--- src/rtl/databus.sv ---
// Shared execute-stage encodings: ALU operations, multiply/divide operations
// and the state encodings of the multiply/divide unit.
package databus;

  typedef enum logic [4:0] {
    ALU_add,
    ALU_addu,
    ALU_sub,
    ALU_subu,
    ALU_and,
    ALU_or,
    ALU_xor,
    ALU_nor,
    ALU_slt,
    ALU_sltu,
    ALU_sll,
    ALU_srl,
    ALU_sra,
    ALU_sllv,
    ALU_srlv,
    ALU_srav,
    ALU_lui
  } ALUOPTION;

  typedef enum logic [2:0] {
    MD_NONE,
    MD_MULT,
    MD_MULTU,
    MD_DIV,
    MD_DIVU,
    MD_MTHI,
    MD_MTLO
  } MDOP;

  localparam int MUL_LAT_DEFAULT = 5;

  typedef enum logic [1:0] {
    MDS_IDLE,
    MDS_MUL,
    MDS_DIV
  } md_state_t;

  typedef enum logic [1:0] {
    DV_IDLE,
    DV_SETUP,
    DV_ITER
  } div_phase_t;

  function automatic logic md_is_signed(input MDOP op);
    return (op == MD_MULT) || (op == MD_DIV);
  endfunction

endpackage

--- src/rtl/mdu_divider.sv ---
// Iterative restoring divider: one setup cycle for magnitudes/signs, then one
// quotient bit per cycle. done and quot/rem are valid during the last iteration.
module mdu_divider
  import databus::*;
#(
  parameter int WIDTH = 32,
  localparam int SHW = $clog2(WIDTH)
) (
  input  logic             clk,
  input  logic             reset_n,
  input  logic             start,
  input  logic             signed_op,
  input  logic             flush,
  input  logic [WIDTH-1:0] a,
  input  logic [WIDTH-1:0] b,
  output logic             busy,
  output logic             done,
  output logic [WIDTH-1:0] quot,
  output logic [WIDTH-1:0] rem
);

  div_phase_t       phase;
  logic [SHW-1:0]   cnt;
  logic             sgn;
  logic             neg_q;
  logic             neg_r;
  logic             dz;
  logic [WIDTH-1:0] raw_a;
  logic [WIDTH-1:0] raw_b;
  logic [WIDTH-1:0] divisor;
  logic [WIDTH-1:0] quo_r;
  logic [WIDTH-1:0] rem_r;
  logic [WIDTH-1:0] abs_a;
  logic [WIDTH-1:0] abs_b;
  logic [WIDTH:0]   shifted;
  logic [WIDTH:0]   trial;
  logic             ge;
  logic [WIDTH-1:0] quo_nx;
  logic [WIDTH-1:0] rem_nx;

  // Magnitude of the most negative value is itself when read as unsigned.
  assign abs_a = (sgn && raw_a[WIDTH-1]) ? -raw_a : raw_a;
  assign abs_b = (sgn && raw_b[WIDTH-1]) ? -raw_b : raw_b;

  always_comb begin
    shifted = {rem_r, quo_r[WIDTH-1]};
    trial   = shifted - {1'b0, divisor};
    ge      = (shifted >= {1'b0, divisor});
    quo_nx  = {quo_r[WIDTH-2:0], ge};
    rem_nx  = ge ? trial[WIDTH-1:0] : shifted[WIDTH-1:0];
  end

  assign busy = (phase != DV_IDLE);
  assign done = (phase == DV_ITER) && (cnt == '0) && !flush;
  assign quot = dz ? {WIDTH{1'b1}} : (neg_q ? -quo_nx : quo_nx);
  assign rem  = dz ? raw_a : (neg_r ? -rem_nx : rem_nx);

  always_ff @(posedge clk) begin
    if (!reset_n) begin
      phase   <= DV_IDLE;
      cnt     <= '0;
      sgn     <= 1'b0;
      neg_q   <= 1'b0;
      neg_r   <= 1'b0;
      dz      <= 1'b0;
      raw_a   <= '0;
      raw_b   <= '0;
      divisor <= '0;
      quo_r   <= '0;
      rem_r   <= '0;
    end else if (flush) begin
      phase <= DV_IDLE;
      cnt   <= '0;
    end else begin
      case (phase)
        DV_IDLE: begin
          if (start) begin
            raw_a <= a;
            raw_b <= b;
            sgn   <= signed_op;
            phase <= DV_SETUP;
          end
        end
        DV_SETUP: begin
          neg_q   <= sgn & (raw_a[WIDTH-1] ^ raw_b[WIDTH-1]);
          neg_r   <= sgn & raw_a[WIDTH-1];
          dz      <= (raw_b == '0);
          divisor <= abs_b;
          quo_r   <= abs_a;
          rem_r   <= '0;
          cnt     <= SHW'(WIDTH - 1);
          phase   <= DV_ITER;
        end
        DV_ITER: begin
          quo_r <= quo_nx;
          rem_r <= rem_nx;
          if (cnt == '0) begin
            phase <= DV_IDLE;
          end else begin
            cnt <= cnt - 1'b1;
          end
        end
        default: phase <= DV_IDLE;
      endcase
    end
  end

endmodule

--- src/rtl/alu_mdu.sv ---
// Execute-stage ALU with a multi-cycle multiply/divide unit and HI/LO registers.
// The ALU path is combinational; the MDU is a small IDLE/MUL/DIV machine.
module alu_mdu
  import databus::*;
#(
  parameter int WIDTH   = 32,
  parameter int MUL_LAT = MUL_LAT_DEFAULT,
  localparam int SHW    = $clog2(WIDTH)
) (
  input  logic             clk,
  input  logic             reset_n,
  input  ALUOPTION         alu_op,
  input  logic [WIDTH-1:0] a,
  input  logic [WIDTH-1:0] b,
  input  logic [SHW-1:0]   shamt,
  output logic [WIDTH-1:0] alu_ans,
  output logic             overflow,
  input  MDOP              md_op,
  input  logic             md_start,
  input  logic             md_flush,
  output logic             md_busy,
  output logic [WIDTH-1:0] hi,
  output logic [WIDTH-1:0] lo
);

  localparam int CW = (MUL_LAT > 1) ? $clog2(MUL_LAT) : 1;

  logic [WIDTH-1:0] sum;
  logic [WIDTH-1:0] diff;
  logic [SHW-1:0]   sv;

  assign sum  = a + b;
  assign diff = a - b;
  assign sv   = a[SHW-1:0];

  always_comb begin
    alu_ans  = '0;
    overflow = 1'b0;
    case (alu_op)
      ALU_add: begin
        alu_ans  = sum;
        overflow = ~(a[WIDTH-1] ^ b[WIDTH-1]) & (sum[WIDTH-1] ^ a[WIDTH-1]);
      end
      ALU_addu: alu_ans = sum;
      ALU_sub: begin
        alu_ans  = diff;
        overflow = (a[WIDTH-1] ^ b[WIDTH-1]) & (diff[WIDTH-1] ^ a[WIDTH-1]);
      end
      ALU_subu: alu_ans = diff;
      ALU_and:  alu_ans = a & b;
      ALU_or:   alu_ans = a | b;
      ALU_xor:  alu_ans = a ^ b;
      ALU_nor:  alu_ans = ~(a | b);
      ALU_slt:  alu_ans = {{(WIDTH-1){1'b0}}, ($signed(a) < $signed(b))};
      ALU_sltu: alu_ans = {{(WIDTH-1){1'b0}}, (a < b)};
      ALU_sll:  alu_ans = b << shamt;
      ALU_srl:  alu_ans = b >> shamt;
      ALU_sra:  alu_ans = $signed(b) >>> shamt;
      ALU_sllv: alu_ans = b << sv;
      ALU_srlv: alu_ans = b >> sv;
      ALU_srav: alu_ans = $signed(b) >>> sv;
      ALU_lui:  alu_ans = {b[WIDTH/2-1:0], {(WIDTH/2){1'b0}}};
      default:  alu_ans = '0;
    endcase
  end

  md_state_t          state;
  logic [CW-1:0]      mul_cnt;
  logic [2*WIDTH-1:0] prod_q;
  logic [2*WIDTH-1:0] mul_a_ext;
  logic [2*WIDTH-1:0] mul_b_ext;
  logic [2*WIDTH-1:0] mul_full;
  logic               op_signed;
  logic               accept;
  logic               div_start;
  logic               div_busy;
  logic               div_done;
  logic [WIDTH-1:0]   div_quot;
  logic [WIDTH-1:0]   div_rem;

  assign op_signed = md_is_signed(md_op);
  assign accept    = md_start && (state == MDS_IDLE) && !md_flush && (md_op != MD_NONE);
  assign div_start = accept && ((md_op == MD_DIV) || (md_op == MD_DIVU));
  assign md_busy   = (state != MDS_IDLE);

  // Product is formed at accept and held while the countdown runs, so the
  // multiplier logic can be retimed across the idle latency stages.
  assign mul_a_ext = {{WIDTH{op_signed & a[WIDTH-1]}}, a};
  assign mul_b_ext = {{WIDTH{op_signed & b[WIDTH-1]}}, b};
  assign mul_full  = mul_a_ext * mul_b_ext;

  mdu_divider #(.WIDTH(WIDTH)) u_div (
    .clk       (clk),
    .reset_n   (reset_n),
    .start     (div_start),
    .signed_op (op_signed),
    .flush     (md_flush),
    .a         (a),
    .b         (b),
    .busy      (div_busy),
    .done      (div_done),
    .quot      (div_quot),
    .rem       (div_rem)
  );

  always_ff @(posedge clk) begin
    if (!reset_n) begin
      state   <= MDS_IDLE;
      mul_cnt <= '0;
      prod_q  <= '0;
      hi      <= '0;
      lo      <= '0;
    end else if (md_flush) begin
      state   <= MDS_IDLE;
      mul_cnt <= '0;
    end else begin
      case (state)
        MDS_IDLE: begin
          if (accept) begin
            case (md_op)
              MD_MTHI: hi <= a;
              MD_MTLO: lo <= a;
              MD_MULT, MD_MULTU: begin
                prod_q  <= mul_full;
                mul_cnt <= CW'(MUL_LAT - 1);
                state   <= MDS_MUL;
              end
              MD_DIV, MD_DIVU: state <= MDS_DIV;
              default: state <= MDS_IDLE;
            endcase
          end
        end
        MDS_MUL: begin
          if (mul_cnt == '0) begin
            {hi, lo} <= prod_q;
            state    <= MDS_IDLE;
          end else begin
            mul_cnt <= mul_cnt - 1'b1;
          end
        end
        MDS_DIV: begin
          if (div_done) begin
            hi    <= div_rem;
            lo    <= div_quot;
            state <= MDS_IDLE;
          end else if (!div_busy) begin
            state <= MDS_IDLE;
          end
        end
        default: state <= MDS_IDLE;
      endcase
    end
  end

endmodule

--- config.mk ---
export PLATFORM = sky130hd
export DESIGN_NAME = alu_mdu
export DESIGN_NICKNAME = d
export VERILOG_FILES = /design/src/rtl/databus.sv /design/src/rtl/mdu_divider.sv /design/src/rtl/alu_mdu.sv
export SDC_FILE = /design/constraint.sdc
export NUM_CORES = 2
export LEC_CHECK = 0
export ABC_AREA = 1
export BUFFER_PORTS_ARGS = -buffer_cell sky130_fd_sc_hd__buf_2
export CAP_MARGIN = 20
export CORE_MARGIN = 3
export CORE_UTILIZATION = 61
export CTS_CLUSTER_DIAMETER = 120
export DETAILED_ROUTE_END_ITERATION = 10
export PLACE_DENSITY = 0.78
export SYNTH_ARGS = -nofsm -noshare
export SYNTH_HDL_FRONTEND = slang
export SYNTH_SLANG_ARGS = --single-unit
--- constraint.sdc ---
create_clock -name clk -period 15 [get_ports clk]
set_input_delay 3 -clock clk [delete_from_list [all_inputs] [get_ports clk]]
set_output_delay 3 -clock clk [all_outputs]
set_load 0.01 [all_outputs]
==> Word-level counts from Yosys, hierarchy flattened <==
Cells that the tools add are included.
{ "totals": {"mem_count": 0, "word_cells": 165, "latchBits": 0, "input_bits": 81, "rom_bits": 0, "ramBits": 0, "output_inout_bits": 98, "reg_bits": 304} }
{ "op_classes": {"magnitude_cmp": 3, "mul": 1, "addsub": 9, "n_shift": 6, "mux": 36, "bitwise": 17, "n_reduce_logical": 39, "n_eq_ne": 38, "div_mod_pow": 0} }
{ "op_table": {"columns": ["operator", "n"], "rows": [
  ["32-bit two-way mux", 15],
  ["32-bit case mux with 15 select lines", 1],
  ["32-bit case mux with 3 select lines", 2],
  ["32-bit negator", 4],
  ["32-bit case mux with 2 select lines", 2],
  ["32-bit less-than comparator", 2],
  ["33-bit by 33-bit multiplier with 64-bit output", 1],
  ["32-bit by 5-bit left shift with 32-bit output", 2],
  ["32-bit by 5-bit right shift with 32-bit output", 2],
  ["32-bit by 5-bit >>> shifter with 32-bit output", 2],
  ["32-bit subtractor", 2],
  ["5-bit by 4-bit equality test with 1-bit output, second input constant", 8],
  ["33-bit by 32-bit >= comparator with 1-bit output", 1],
  ["32-bit adder", 1],
  ["32-bit bitwise AND", 1],
  ["32-bit zero test", 1],
  ["32-bit NOT", 1],
  ["32-bit bitwise OR", 1],
  ["32-bit bitwise XOR", 1],
  ["5-bit by 3-bit equality test with 1-bit output, second input constant", 4],
  ["2-bit case mux with 3 select lines", 3],
  ["2-bit inequality test, second input constant", 8],
  ["2-bit two-way mux", 6],
  ["4-bit AND reduction", 3],
  ["other kinds (32)", 75]
]} }

==> Longest topological paths before layout <==
{ "logic_depth": {"word_depth": 7, "ltp_mapped": 38, "ltp_nobuf": 37} }

==> Hierarchy <==
From an unflattened synthesis, not the netlist that was laid out.
{ "unflattened": {"hier_cells": 10416, "area_unflattened_um2": 70427.5} }
{ "by_module_without_submodules": {"columns": ["module", "seq_area_each_um2", "instances", "cells_each", "area_each_um2"], "rows": [
  ["alu_mdu", 2662.6, 1, 8260, 57383.8],
  ["mdu_divider", 3423.3, 1, 2156, 13043.8]
]} }

==> Worst setup path before layout <==
Ideal clock, no wire load.
{ "synth_timing": {"kind": "input -> register", "from": "input a[31]", "to": "register prod_q[61]", "setup_ps": 115, "required_ps": 14885, "slack_ps": 4886, "n_path_buf": 2, "stages": 33, "t_arrival_ps": 9998, "path_cell_list": "clkbuf_1 clkbuf_1 nand2_1 nor2_1 fa_1 fa_1 fa_1 inv_1 fa_1 inv_1 fa_1 fa_1 inv_1 fa_1 inv_1 fa_1 ha_1 a21oi_1 inv_1 a31oi_1 o21ai_0 a31oi_1 nand3_1 nand3_1 o211ai_1 nand2_1 inv_1 o21ai_0 nand2_1 nand2_1 nand2_1 o21ai_0 inv_1"} }
{ "synth_via": {"elab_chain_cells": 2} }
{ "synth_rtl": {"columns": ["item", "line", "rtl"], "rows": [
  ["start: declaration", "alu_mdu.sv:13", "input logic [WIDTH-1:0] a,"],
  ["1-bit bitwise AND", "alu_mdu.sv:88", "assign mul_a_ext = {{WIDTH{op_signed & a[WIDTH-1]}}, a};"],
  ["33-bit by 33-bit multiplier with 64-bit output *", "alu_mdu.sv:90", "assign mul_full = mul_a_ext * mul_b_ext;"],
  ["end signal: assignment", "alu_mdu.sv:124", "prod_q <= mul_full;"],
  ["end: declaration", "alu_mdu.sv:69", "logic [2*WIDTH-1:0] prod_q;"]
]} }
Mark *: on every way between the ends. The rest lies on a longest branch, timed or not.
A chain may end at the register's enable or synchronous reset.

==> Worst setup path in the final report <==
{ "layout_timing": {"from": "input md_op[0]", "to": "register prod_q[62]"} }
{ "layout_via": {"elab_chain_cells": 4, "elab_cells_between_ends": 11} }
{ "layout_rtl": {"columns": ["item", "line", "rtl"], "rows": [
  ["start: declaration", "alu_mdu.sv:18", "input MDOP md_op,"],
  ["3-bit by 1-bit equality test with 1-bit output / 3-bit by 2-bit equality test with 1-bit output (equally long branches)", "databus.sv:50, alu_mdu.sv:120", null],
  ["1-bit logical OR", "databus.sv:50", "return (op == MD_MULT) || (op == MD_DIV);"],
  ["1-bit bitwise AND (on tied branches)", "alu_mdu.sv:88, alu_mdu.sv:89", null],
  ["33-bit by 33-bit multiplier with 64-bit output", "alu_mdu.sv:90", null]
]} }
Several ways; a longest one is shown, not always the timed one.

==> flow_summary_export.csv <==
group,metric,value,unit
setup_path,crit_required,15.50,ns
worst_hold_path,hold_end,"u_div.cnt[4]",
synthesis,synthTopCellsByCount,"nand2_1, inv_1, fa_1",
grt,grt_overflow,0,
synthesis,yosysMostFrequentCell,"nand2_1",
floorplanning,top_level_ports,179,
setup_path,critPathMaxStageDelay,0.90,ns
cells_and_area,nNetsFinal,11000,
clock_network,cts_tree,"done",
floorplanning,core-area,109000,sq um
timing,slew_violations,0,
grt,grt_pass1_wl,429000,um
run_status,status,"completed",
synthesis,ys_types,68,
clock_network,cts.sinks,304,
setup_path,crit_path_start_kind,"input pin",
floorplanning,rows,121,
timing,clock-skew-final,0.0479,ns
cells_and_area,area_growth,4.37,%
grt,first_global_vias,66700,
clock_network,clockRootBuffer,"clkbuf_16",
worst_hold_path,worstHoldStart,"u_div.cnt[4]",
synthesis,synth_top_area_cell,"fa_1",
synthesis,ys_seq_area_share,9.05,%
setup_path,r2r_cells,29,
placed_design,port_buffers,178,
run,cap_violations,0,
clock_network,cts_buffers,35,
timing,fmax,85.4,MHz
clock_network,cts_resized,0,
grt,grt_max_degree,110,
cells_and_area,fillers,9721,
setup_path,r2r_start,"u_div.divisor[6]",
route,drtAntennaViolNets,0,
setup_path,rr_endpoint,"lo[30]",
setup_path,cp-end-kind,"flip-flop",
floorplanning,fp.dieArea,114000,sq um
clock_network,cts_setup_buffers,0,
synthesis,syn_nets,11200,
timing,fin_tns_setup,0,ns
route,wl,297000,um
timing,worstMarginPinSlew,1.20,ns
floorplanning,die_w,338,um
setup_path,crit_type,"in2reg",
clock_network,h-tree-depth,2,
timing,setup_viol,0,
route,via_per_inst,6.23,
setup_path,path_max_fanout,29,
grt,grt_usage,51.8,%
synthesis,synthFlopType,"dfxtp_1",
clock_network,ctsLongestPathBuffers,3,
floorplanning,start_util,61.6,%
timing,period_needed,11.71,ns
placed_design,place_congestion,1.13,
synthesis,ys.warnings.count,0,
synthesis,synth-edff-count,0,
synthesis,ys_ff_latch,304,
cells_and_area,drive_above_1_share,5.07,%
route,drtPass1Iterations,8,
route,wl_per_cell,27.1,um
route,drcViolationCount,0,
worst_hold_path,hold_depth,2,
synthesis,ys_top_cells_by_area,"fa_1, nand2_1, inv_1, dfxtp_1, ha_1",
route,drt_iter0_drc,9559,
route,via_count,68300,
clock_network,clock_latency,0.61,ns
timing,grt_setup_unrepaired,"false",
timing,maxSlewHeadroom,19.7,%
setup_path,arrival,12.21,ns
synthesis,synthCells,9625,
synthesis,synth_area,67200,sq um
synthesis,yosys.area.top_type_share,33.6,%
clock_network,hold_buffers,0,
timing,finalHoldViolCount,0,
setup_path,worst_path_max_delay_cell,"nor2_1",
grt,antenna_found_initial,28,
timing,fin_crit_sh,78.1,%
synthesis,avgSynthCellArea,6.99,sq um
placed_design,dp_hpwl,222000,um
worst_hold_path,hold_class,"reg2reg",
floorplanning,die_h,338,um
synthesis,synthArstFlopShare,0,%
setup_path,regToRegSetupSlack,9.99,ns
clock_network,cts.clk_slew.worst_paths,0.07,ns
[cell families (layout without fill, tap and decap cells)]
group	after synthesis	after routing	share of synthesized area, %
adder cells (fa/ha/maj)	1483	1483	40.2
AO/OA/AOI/OAI	1645	1645	13.5
flip-flops	304	304	9.05
XOR/XNOR	142	142	1.85
buffers and inverters	2706	2547	15.3
AND/OR/NAND/NOR	3328	3328	19.9
other	0	18	0
multiplexers	17	17	0.253
[layout make-up]
class	count	area, sq um	area share (%)
Antenna cell	18	45.0	0.0642
Tap cell	1476	1850	2.63
Clock inverter	19	254	0.362
Sequential cell	304	6090	8.67
Inverter	2178	8180	11.7
Clock buffer	43	936	1.33
Timing Repair Buffer	307	1880	2.68
Multi-Input combinational cell	6615	51000	72.6
[metal layers]
| layer | vias up | GRT usage (%) | share of wire [%] |
|---|---|---|---|
| met2 | 5470 | 72.8 | 40 |
| met1 | 32100 | 61.2 | 34 |
| met5 | - | 3.19 | 0.20 |
| li1 | 28800 | - | - |
| met3 | 1849 | 22.4 | 15 |
| met4 | 28 | 42.0 | 11 |
[sequential cells by signal, summed over array words and instances, names as in the netlist]
register / flops
u_div.quo_r: 32
u_div.cnt: 5
u_div.neg_q: 1
u_div.raw_b: 32
u_div.divisor: 32
u_div.raw_a: 32
state: 2
u_div.neg_r: 1
prod_q: 64
u_div.dz: 1
lo: 32
u_div.sgn: 1
mul_cnt: 3
u_div.phase: 2
hi: 32
u_div.rem_r: 32
[worst max-delay path, delay by kind of cell]
kind	cells	cell delay, ns
fa+ha+maj	9	4.49
simple gates	8	1.92
buf+inv	10	1.46
compound gates	6	1.29
[cell usage in the layout, fill, tap and decap left out, drive strengths merged, types with 5 or more instances in the layout]
master | netlist | final
a31oi | 54 | 54
buf | 75 | 307
o21ai | 765 | 765
nand3b | 18 | 18
fa | 1128 | 1128
inv | 2165 | 2171
a21o | 7 | 7
o21a | 14 | 14
o21bai | 12 | 12
o221ai | 31 | 31
nand4 | 49 | 49
clkbuf | 453 | 43
xnor2 | 61 | 61
o31ai | 12 | 12
xor2 | 81 | 81
ha | 355 | 355
dfxtp | 304 | 304
a221oi | 24 | 24
clkinv | 13 | 20
mux2i | 17 | 17
nor3 | 86 | 86
o22ai | 37 | 37
nor4 | 18 | 18
nor2 | 586 | 586
and3 | 5 | 5
or2 | 22 | 22
diode | 0 | 18
a21oi | 578 | 578
nand3 | 234 | 234
o211ai | 55 | 55
a21boi | 10 | 10
a211oi | 11 | 11
nand2 | 2302 | 2302
o2111ai | 12 | 12
[how the worst max path moves through the flow]
stage | cells after the start | end | from | slack [ns]
floorplan | 33 | prod_q[61] | a[31] | 4.89
global placement | 33 | prod_q[62] | md_op[0] | 3.24
detailed placement | 27 | prod_q[59] | md_op[0] | 3.10
CTS | 33 | prod_q[60] | md_op[0] | 3.70
global route | 35 | prod_q[61] | md_op[0] | 3.01
finish | 33 | prod_q[62] | md_op[0] | 3.29
[stage by stage]
step	cell area [sq um]	util (%)	cells	hold slack (ns)	setup WS (ns)
after floorplan	67200	-	9625	0.425	4.89
after global placement	68900	63.1	10900	0.443	3.24
after detailed placement	68900	63.1	10900	0.473	3.10
after CTS	70100	64.2	10900	0.481	3.70
after global routing	70200	64.3	10900	0.509	3.01
final	70200	64.3	11000	0.484	3.29
Power is not shown: default switching activity piles up to over one toggle a cycle in this logic, so the estimate is an artifact.
